## src/rtl/sata_oob_generator_pkg.sv

```systemverilog
// Shared OOB command/state types and the UI-to-clock-cycle rounding helper
// used by the SATA/SAS OOB sequence generator.
package sata_oob_pkg;

    typedef enum logic [1:0] {
        OOB_INIT = 2'd0,
        OOB_WAKE = 2'd1,
        OOB_SAS  = 2'd2,
        OOB_RSVD = 2'd3
    } oob_cmd_t;

    typedef enum logic [1:0] {
        ST_IDLE  = 2'd0,
        ST_BURST = 2'd1,
        ST_GAP   = 2'd2,
        ST_DONE  = 2'd3
    } oob_state_t;

    // OOB UI rate in kHz (1.5 GHz)
    localparam int REFFREQ    = 1_500_000;
    localparam int BURST_UI   = 160;
    localparam int GAPINIT_UI = 480;
    localparam int GAPWAKE_UI = 160;
    localparam int GAPSAS_UI  = 1440;

    // Round-to-nearest conversion of an OOB UI count into clk cycles.
    function automatic int oob_cycles(input int ui, input int clkfreq);
        longint prod;
        prod = longint'(ui) * longint'(clkfreq) + longint'(REFFREQ / 2);
        return int'(prod / longint'(REFFREQ));
    endfunction

endpackage

```

## src/rtl/sata_oob_generator_if.sv

```systemverilog
// Command/status bundle between the link-layer OOB FSM (master) and the
// generator (slave). Optional cfg_* fields exist with SATA_OOB_GEN_PROG_TIMING_EN.
interface sata_oob_generator_if;
    logic       cmd_valid;
    logic [1:0] cmd_type;
    logic       cmd_ready;
    logic       abort;
    logic       oobfinish;
    logic       busy;
    logic       done;
    logic       txelecidle;
`ifdef SATA_OOB_GEN_PROG_TIMING_EN
    logic [7:0] cfg_burst;
    logic [7:0] cfg_gap;

    modport master (
        output cmd_valid, cmd_type, abort, oobfinish, cfg_burst, cfg_gap,
        input  cmd_ready, busy, done, txelecidle
    );
    modport slave (
        input  cmd_valid, cmd_type, abort, oobfinish, cfg_burst, cfg_gap,
        output cmd_ready, busy, done, txelecidle
    );
`else
    modport master (
        output cmd_valid, cmd_type, abort, oobfinish,
        input  cmd_ready, busy, done, txelecidle
    );
    modport slave (
        input  cmd_valid, cmd_type, abort, oobfinish,
        output cmd_ready, busy, done, txelecidle
    );
`endif
endinterface

```

## src/rtl/sata_oob_generator_timer.sv

```systemverilog
// Loadable down-counter with terminal-count flag; one instance times both
// bursts and gaps by being reloaded with (length - 1) at each phase start.
module sata_oob_timer #(
    parameter int CW = 8
) (
    input  logic          clk,
    input  logic          reset_n,
    input  logic          clear,
    input  logic          load,
    input  logic [CW-1:0] load_val,
    output logic          tc
);

    logic [CW-1:0] cnt_q;

    always_ff @(posedge clk or negedge reset_n) begin
        if (!reset_n) begin
            cnt_q <= '0;
        end else if (clear) begin
            cnt_q <= '0;
        end else if (load) begin
            cnt_q <= load_val;
        end else if (cnt_q != '0) begin
            cnt_q <= cnt_q - CW'(1);
        end
    end

    assign tc = (cnt_q == '0);

endmodule

```

## src/rtl/sata_oob_generator.sv

```systemverilog
// SATA/SAS OOB burst/gap sequencer driving the GT electrical-idle control.
// Define SATA_OOB_GEN_PROG_TIMING_EN to allow per-command burst/gap overrides.
module sata_oob_generator
    import sata_oob_pkg::*;
#(
    parameter int CLKFREQ   = 150_000,
    parameter int AMOUNT    = 6,
    parameter int BURSTUI   = BURST_UI,
    parameter int GAPINITUI = GAPINIT_UI,
    parameter int GAPWAKEUI = GAPWAKE_UI,
    parameter int GAPSASUI  = GAPSAS_UI
) (
    input  logic                 clk,
    input  logic                 reset_n,
    sata_oob_generator_if.slave  bus
);

    localparam int BURST_CYC   = oob_cycles(BURSTUI, CLKFREQ);
    localparam int GAPINIT_CYC = oob_cycles(GAPINITUI, CLKFREQ);
    localparam int GAPWAKE_CYC = oob_cycles(GAPWAKEUI, CLKFREQ);
    localparam int GAPSAS_CYC  = oob_cycles(GAPSASUI, CLKFREQ);

    localparam int MAX_AB  = (BURST_CYC > GAPINIT_CYC) ? BURST_CYC : GAPINIT_CYC;
    localparam int MAX_CD  = (GAPWAKE_CYC > GAPSAS_CYC) ? GAPWAKE_CYC : GAPSAS_CYC;
    localparam int MAX_CYC = (MAX_AB > MAX_CD) ? MAX_AB : MAX_CD;
    localparam int DW      = $clog2(MAX_CYC);
`ifdef SATA_OOB_GEN_PROG_TIMING_EN
    localparam int CW      = (DW > 8) ? DW : 8;
`else
    localparam int CW      = DW;
`endif
    localparam int BW      = $clog2(AMOUNT);

    localparam logic [CW-1:0] BURST_M1   = CW'(BURST_CYC - 1);
    localparam logic [CW-1:0] GAPINIT_M1 = CW'(GAPINIT_CYC - 1);
    localparam logic [CW-1:0] GAPWAKE_M1 = CW'(GAPWAKE_CYC - 1);
    localparam logic [CW-1:0] GAPSAS_M1  = CW'(GAPSAS_CYC - 1);
    localparam logic [BW-1:0] LAST_BURST = BW'(AMOUNT - 1);

    if (BURST_CYC < 2 || GAPINIT_CYC < 2 || GAPWAKE_CYC < 2 || GAPSAS_CYC < 2) begin : g_bad_timing
        $error("sata_oob_generator: derived burst/gap cycle count below 2");
    end
    if (AMOUNT < 2 || AMOUNT > 15) begin : g_bad_amount
        $error("sata_oob_generator: AMOUNT outside 2..15");
    end

    function automatic logic [CW-1:0] gap_m1_for(input oob_cmd_t t);
        case (t)
            OOB_WAKE: return GAPWAKE_M1;
            OOB_SAS:  return GAPSAS_M1;
            default:  return GAPINIT_M1;
        endcase
    endfunction

`ifdef SATA_OOB_GEN_PROG_TIMING_EN
    // Zero keeps the parameter-derived length; 1 is clamped up to 2 cycles.
    function automatic logic [CW-1:0] eff_len_m1(input logic [7:0] cfg, input logic [CW-1:0] dflt_m1);
        if (cfg == 8'd0)     return dflt_m1;
        else if (cfg < 8'd2) return CW'(1);
        else                 return CW'(cfg) - CW'(1);
    endfunction
`endif

    oob_state_t      state_q, state_d;
    logic [BW-1:0]   burst_cnt_q, burst_cnt_d;
    oob_cmd_t        cmd_in, type_q;
    logic            accept;
    logic            tmr_load, tmr_clear, tmr_tc;
    logic [CW-1:0]   tmr_val;
    logic [CW-1:0]   burst_m1_in, burst_m1_q, gap_m1;
    logic            txelecidle_q;

    assign cmd_in = oob_cmd_t'(bus.cmd_type);
    assign accept = bus.cmd_valid && (state_q == ST_IDLE);

`ifdef SATA_OOB_GEN_PROG_TIMING_EN
    logic [7:0] cfg_gap_q;

    assign burst_m1_in = eff_len_m1(bus.cfg_burst, BURST_M1);
    assign gap_m1      = eff_len_m1(cfg_gap_q, gap_m1_for(type_q));

    always_ff @(posedge clk) begin
        if (accept) begin
            burst_m1_q <= burst_m1_in;
            cfg_gap_q  <= bus.cfg_gap;
        end
    end
`else
    assign burst_m1_in = BURST_M1;
    assign burst_m1_q  = BURST_M1;
    assign gap_m1      = gap_m1_for(type_q);
`endif

    always_ff @(posedge clk) begin
        if (accept) begin
            type_q <= cmd_in;
        end
    end

    always_ff @(posedge clk or negedge reset_n) begin
        if (!reset_n) begin
            state_q     <= ST_IDLE;
            burst_cnt_q <= '0;
        end else begin
            state_q     <= state_d;
            burst_cnt_q <= burst_cnt_d;
        end
    end

    always_comb begin
        state_d     = state_q;
        burst_cnt_d = burst_cnt_q;
        tmr_load    = 1'b0;
        tmr_clear   = 1'b0;
        tmr_val     = burst_m1_q;
        case (state_q)
            ST_IDLE: begin
                if (accept && cmd_in != OOB_RSVD) begin
                    state_d  = ST_BURST;
                    tmr_load = 1'b1;
                    tmr_val  = burst_m1_in;
                end
            end
            ST_BURST: begin
                if (tmr_tc) begin
                    if (burst_cnt_q == LAST_BURST) begin
                        state_d = ST_DONE;
                    end else begin
                        burst_cnt_d = burst_cnt_q + BW'(1);
                        state_d     = ST_GAP;
                        tmr_load    = 1'b1;
                        tmr_val     = gap_m1;
                    end
                end
            end
            ST_GAP: begin
                if (tmr_tc) begin
                    state_d  = ST_BURST;
                    tmr_load = 1'b1;
                    tmr_val  = burst_m1_q;
                end
            end
            ST_DONE: begin
                burst_cnt_d = '0;
                state_d     = ST_IDLE;
            end
            default: state_d = ST_IDLE;
        endcase
        // Abort overrides every busy-state transition, including DONE.
        if (bus.abort && state_q != ST_IDLE) begin
            state_d     = ST_IDLE;
            burst_cnt_d = '0;
            tmr_load    = 1'b0;
            tmr_clear   = 1'b1;
        end
    end

    sata_oob_timer #(.CW(CW)) u_timer (
        .clk      (clk),
        .reset_n  (reset_n),
        .clear    (tmr_clear),
        .load     (tmr_load),
        .load_val (tmr_val),
        .tc       (tmr_tc)
    );

    // Masking the burst term with abort releases the line one cycle after an abort.
    always_ff @(posedge clk or negedge reset_n) begin
        if (!reset_n) begin
            txelecidle_q <= 1'b1;
        end else begin
            txelecidle_q <= ~(((state_q == ST_BURST) && !bus.abort) || bus.oobfinish);
        end
    end

    assign bus.cmd_ready  = (state_q == ST_IDLE);
    assign bus.busy       = (state_q != ST_IDLE);
    assign bus.done       = (state_q == ST_DONE);
    assign bus.txelecidle = txelecidle_q;

endmodule

```

## src/flat_wrapper.sv

```systemverilog
// flat-port wrapper written by rule: the top's interface ports become plain ports
module sata_oob_generator_flat import sata_oob_pkg::*;
#(
    parameter int CLKFREQ   = 150_000,
    parameter int AMOUNT    = 6,
    parameter int BURSTUI   = BURST_UI,
    parameter int GAPINITUI = GAPINIT_UI,
    parameter int GAPWAKEUI = GAPWAKE_UI,
    parameter int GAPSASUI  = GAPSAS_UI
)
  (clk, reset_n, bus_cmd_valid, bus_cmd_type, bus_abort, bus_oobfinish, bus_cmd_ready, bus_busy, bus_done, bus_txelecidle);
  sata_oob_generator_if bus_i ();
  input  logic clk;
  input  logic reset_n;
  input wire logic [$bits(bus_i.cmd_valid)-1:0] bus_cmd_valid;
  input wire logic [$bits(bus_i.cmd_type)-1:0] bus_cmd_type;
  input wire logic [$bits(bus_i.abort)-1:0] bus_abort;
  input wire logic [$bits(bus_i.oobfinish)-1:0] bus_oobfinish;
  output wire logic [$bits(bus_i.cmd_ready)-1:0] bus_cmd_ready;
  output wire logic [$bits(bus_i.busy)-1:0] bus_busy;
  output wire logic [$bits(bus_i.done)-1:0] bus_done;
  output wire logic [$bits(bus_i.txelecidle)-1:0] bus_txelecidle;
  assign bus_i.cmd_valid = bus_cmd_valid;
  assign bus_i.cmd_type = bus_cmd_type;
  assign bus_i.abort = bus_abort;
  assign bus_i.oobfinish = bus_oobfinish;
  assign bus_cmd_ready = bus_i.cmd_ready;
  assign bus_busy = bus_i.busy;
  assign bus_done = bus_i.done;
  assign bus_txelecidle = bus_i.txelecidle;
  sata_oob_generator #(.CLKFREQ(CLKFREQ), .AMOUNT(AMOUNT), .BURSTUI(BURSTUI), .GAPINITUI(GAPINITUI), .GAPWAKEUI(GAPWAKEUI), .GAPSASUI(GAPSASUI)) u_core (.clk(clk), .reset_n(reset_n), .bus(bus_i));
endmodule
```

## config.mk

```make
export PLATFORM = sky130hd
export DESIGN_NAME = sata_oob_generator_flat
export DESIGN_NICKNAME = d
export VERILOG_FILES = /design/src/rtl/sata_oob_generator_pkg.sv /design/src/rtl/sata_oob_generator_if.sv /design/src/rtl/sata_oob_generator_timer.sv /design/src/rtl/sata_oob_generator.sv /design/src/flat_wrapper.sv
export SDC_FILE = /design/constraint.sdc
export NUM_CORES = 1
export LEC_CHECK = 0
export CAP_MARGIN = 15
export CORE_UTILIZATION = 49
export CTS_BUF_LIST = sky130_fd_sc_hd__clkbuf_8 sky130_fd_sc_hd__clkbuf_16
export DETAILED_ROUTE_END_ITERATION = 8
export HOLD_SLACK_MARGIN = 0.05
export PLACE_DENSITY = 0.81
export RECOVER_POWER = 50
export SYNTH_ARGS = -nofsm -noshare
export SYNTH_HDL_FRONTEND = slang
export SYNTH_SLANG_ARGS = --single-unit
```

## constraint.sdc

```tcl
create_clock -name clk -period 2 [get_ports clk]
set_clock_uncertainty 0.15 [all_clocks]
set_input_delay 0.4 -clock clk [delete_from_list [all_inputs] [get_ports clk]]
set_output_delay 0.4 -clock clk [all_outputs]
set_load 0.02 [all_outputs]
```

* After elaboration in Yosys (flattened, before gate mapping)
Cells that the tools add are included.
Cells by class: reduce and logical (&&, ||, !) cells 14, bitwise operators 1, add/sub/neg operators 2, equality and inequality tests 11, multiplexer cells 24
Operator list (count):
- 8-bit two-way mux | 6
- 8-bit case mux with 2 select lines | 1
- 3-bit two-way mux | 3
- 3-bit by 1-bit inequality test with 1-bit output (second input constant) | 3
- 8-bit zero test | 1
- 2-bit two-way mux | 4
- 2-bit case mux with 4 select lines | 1
- 8-bit nonzero test | 1
- 8-bit by 1-bit subtractor with 8-bit output (second input constant) | 1
- 1-bit two-way mux | 7
- 2-bit == test (second input constant) | 3
- 3-bit case mux with 2 select lines | 1
- 3-bit AND reduction | 2
- 3-bit nonzero test | 2
- 2-bit by 1-bit == test with 1-bit output (second input constant) | 2
- 1-bit logical AND | 4
- 3-bit by 1-bit adder with 3-bit output (second input constant) | 1
- 3-bit == test (second input constant) | 1
- 3-bit inequality test (second input constant) | 1
- 1-bit case mux with 3 select lines | 1
- 2-bit zero test | 1
- 2-bit inequality test (second input constant) | 1
- 2-bit nonzero test | 1
- 1-bit zero test | 1
- 2 further kinds | 2
Storage, ports and cells: bits of input ports 7, word-level logic and storage cells 57, output and inout bits 4, register bits 16

* Logic depth before layout (Yosys ltp)
Gate-level depths: netlist of the first run.
depth in word-level cells 8, gate-level depth with buffers 6, mapped depth without buffers 6

* Modules after synthesis
Synthesis of the first run repeated with hierarchy kept, for this count alone.
Second synthesis, totals: cells, all modules 102, area total of the unflattened synthesis 974.7 um^2
Modules (own cells, without submodules):
- sata_oob_timer | sequential area each 200.2 um^2, times used 1, cells an instance 53, area each 509.2 um^2
- sata_oob_generator | sequential area each 211.5 um^2, times used 1, cells an instance 49, area each 465.4 um^2

* Least setup slack after synthesis of the first run
No wires, ideal clock.
path kind reg2reg, start reg u_core.u_timer.cnt_q[0], end reg u_core.u_timer.cnt_q[2], data arrival time 1.687 ns, required time 1.768 ns, cell stages (with the launch flop) 7, setup time 0.082 ns, clock period less this slack 1.919 ns, path slack 0.081 ns, cells stage by stage dfrtp_1 -> inv_1 -> ha_1 -> nor3b_1 -> nand2_2 -> or3_1 -> a31oi_1
On the way: word-level cells in the longest chain between the ends 6
Ends and longest elaborated chain:
- start: declaration | RTL line sata_oob_generator_timer.sv:14 | logic [CW-1:0] cnt_q;
- start signal: assignment | RTL line sata_oob_generator_timer.sv:22 | cnt_q <= load_val;
- start signal: assignment | RTL line sata_oob_generator_timer.sv:24 | cnt_q <= cnt_q - CW'(1);
- parallel branches: the longest is 6 deep, another holds 8-bit by 1-bit subtractor with 8-bit output
Parallel ways; which one is timed is not known. The select of a mux whose other input is x is not followed. A chain may end at the register's enable or synchronous reset.

* Worst setup path in the final report of the first run
start reg u_core.txelecidle_q (netlist: u_core.bus.txelecidle), end out bus_txelecidle
RTL lines:
- start: declaration | RTL line sata_oob_generator.sv:71 | logic txelecidle_q;
- start signal: assignment | RTL line sata_oob_generator.sv:172 | txelecidle_q <= ~(((state_q == ST_BURST) && !bus.abort) || bus.oobfinish);
- end: declaration | RTL line flat_wrapper.sv:22 | output wire logic [$bits(bus_i.txelecidle)-1:0] bus_txelecidle;
No word-level cell between the ends.

==> results.cfg, run 1 <==
[global_route]
grt_pass1_vias = 818
grt_util_all_layers = 0.235
grt_max_degree = 15
grt_overflow = 0
grt_pass1_wl_um = 3550
antenna_found_initial = 0

[run]
maxCapViolCount = 0

[synthesis]
synth.area.top_cells = dfrtp_1, ha_1, edfxtp_1
synth.most_common_cell = dfrtp_1
synth_nets = 112
synth_warnings = 0
avgSynthCellArea_um2 = 9.82
ys_ff_latch = 16
netlist_area_um2 = 982
ys.flop_type = dfrtp_1
synth.top_cell.area_share = 0.331
postSynthCellCount = 100
ys_seq_area_frac = 0.419
synth-async-reset-ratio = 0.875
yosys-top-cells-count = dfrtp_1, inv_1, nor2_1
synth.distinct_cells = 40
synth-edff-count = 2
synth.largest_area_cell = dfrtp_1

[sta]
fin_crit_sh = 0.953
whs_ns = 0.349
clock.fmax_mhz = 525
slew_headroom = 0.482
drv_slew = 0
hold_viol_final = 0
rsz0062_at_grt = false
setup_slack_ns = 0.0947
setup_viol = 0
tightestPinTransition_ns = 0.777
fin_crit_ns = 1.91

[place]
gp_congestion = 0.893
hpwlAfterDp_um = 1630
portBuffers = 10
place_ws_ns = -0.164

[cells_and_area]
nets = 140
insertedDiodeCount = 0
syn_to_final_growth_pct = 28.9
num-fill-cells = 144
drive_gt1_frac = 0.220

[worst_setup_path]
arrival_ns = 1.36
cp_num_buf_inv = 1
r2r_slack_ns = 0.14
path_cells = clkdlybuf4s50_1
critPathTopFamily = buffers and inverters
crit_type = reg2out
crit_required_ns = 1.45
endpoint_kind = primary output
critPathLaunchType = flop
cp_slowest_stage_delay_ns = 0.59
cp_max_fo = 1
cpMaxStageDelayCell = clkdlybuf4s50_1

[clock_network]
clockBufferDepth = 2
clk_latency_ns = 0.25
post_cts_buffers = 0
cts.root.buffer_cell = clkbuf_8
hold_buffers = 0
cts_buffers = 3
cts.clk_slew.worst_paths_ns = 0.07
cts_tree = yes
clkSinkCount = 16
h-tree-depth = 1

[die]
coreArea_um2 = 1800
start_util = 0.545
ios = 11
die_area_um2 = 2190
die_y_um = 46.8
die_width_um = 46.8
rows = 15

[route]
routed_wl_um = 2170
ant_nets = 0
dr.pass1.iters = 4
detail_route.iter0.violations = 28
wl_per_cell_um = 14.3
viasPerCell = 5.83
drc = 0
vias = 886

[power]
p_leak_nw = 0.579
ir_drop_uv = 717
pwr_density_cell_nw_per_um2 = 1320

[run_status]
status = completed

[hold_path]
hold_path.class = reg2reg
-- metrics by stage --
stage,power (mW),instance area [um2],cells,utilization,setup TNS [ns]
floorplan,1.07,982,100,-,0
global placement,1.37,1210,148,0.672,-0.123
detailed placement,1.40,1210,148,0.672,-0.256
CTS,1.65,1250,152,0.697,0
global route,1.78,1270,152,0.703,0
finish,1.67,1270,152,0.703,0
-- cells in the final DEF (no fill, tap or decap), types with 2 or more instances in the layout --
cell,synthesis,final
dfrtp_1,13,12
nor3_1,3,3
o22ai_1,2,2
ha_1,5,5
a21oi_1,3,3
and2_1,2,2
a31oi_1,2,2
nand2_1,5,5
nor4_4,1,2
or3_1,2,2
nand3_1,4,4
buf_4,0,11
edfxtp_1,2,2
o21ai_0,4,4
clkbuf_8,0,3
clkdlybuf4s50_1,0,4
dlygate4sd3_1,0,3
or2_2,2,2
o21ai_1,5,5
nor2_1,7,7
xor2_1,3,3
nor2b_1,3,3
xnor2_1,3,3
clkbuf_1,0,2
dlygate4sd2_1,0,2
inv_1,7,7
-- routing by layer --
metal,vias up,global-route usage,wire (um)
met1,439,0.317,972
met5,-,0,0
met2,26,0.372,1080
li1,417,-,-
met3,4,0.0346,92
met4,0,0.109,27
-- layout make-up --
type                    count  area [um2]  area share
clock buffers               3        41.3      0.0326
clock inverters             1        3.75     0.00296
inverters                   7        26.3      0.0208
multi-input cells          77         561       0.443
flip-flops and latches     16         413       0.326
well taps                  25        31.3      0.0247
repair buffers             23         190       0.150
-- report_power, final --
group	leakage (nW)	switching [mW]	total [mW]	internal [mW]
Clock	0.0231	0.119	0.256	0.136
Combinational	0.358	0.452	0.875	0.424
Sequential	0.197	0.106	0.541	0.434
Total	0.579	0.678	1.67	0.994
-- sequential cells by signal, summed over array words and instances (netlist names) --
| name | count |
|---|---|
| u_core.burst_cnt_q | 3 |
| u_core.bus.txelecidle | 1 |
| u_core.state_q | 2 |
| u_core.type_q | 2 |
| u_core.u_timer.cnt_q | 8 |
-- worst paths after layout --
check                                   startpoint                       to  cells after the start
max reg2reg                u_core.u_timer.cnt_q[0]  u_core.u_timer.cnt_q[2]                      6
max in group asynchronous                  reset_n        u_core.state_q[1]                      2
min reg2reg                  u_core.burst_cnt_q[2]    u_core.burst_cnt_q[2]                      1
min in group asynchronous                  reset_n  u_core.u_timer.cnt_q[6]                      2
max                          u_core.bus.txelecidle           bus_txelecidle                      1
min                          u_core.burst_cnt_q[2]    u_core.burst_cnt_q[2]                      1
-- timing repair --
item | 4_1_cts | 5_1_grt
setup endpoints to repair | 3 | 8
resized for setup | 3 | 4
endpoints found under the hold margin | 0 | 0
-- cells by family (layout without fill, tap and decap cells) --
family	Yosys count	after routing	share of synthesized area
compound gates	26	26	0.176
xor+xnor	6	6	0.0535
fa+ha+maj	6	6	0.0739
buf+inv	7	34	0.0268
flops	16	16	0.419
simple gates	39	39	0.251
(Power assumes the default switching activity.)
==> inputs of run 2 (changes only) <==
- CORE_MARGIN: not set -> 1
==> results of run 2 <==
Same layout as run 1: the final DEF is identical, and so are final timing and power.
==> inputs of run 3 (changes only) <==
- ABC_CLOCK_PERIOD_IN_PS: not set -> 2000
==> results of run 3 <==
Same layout as run 1: the final DEF is identical, and so are final timing and power.
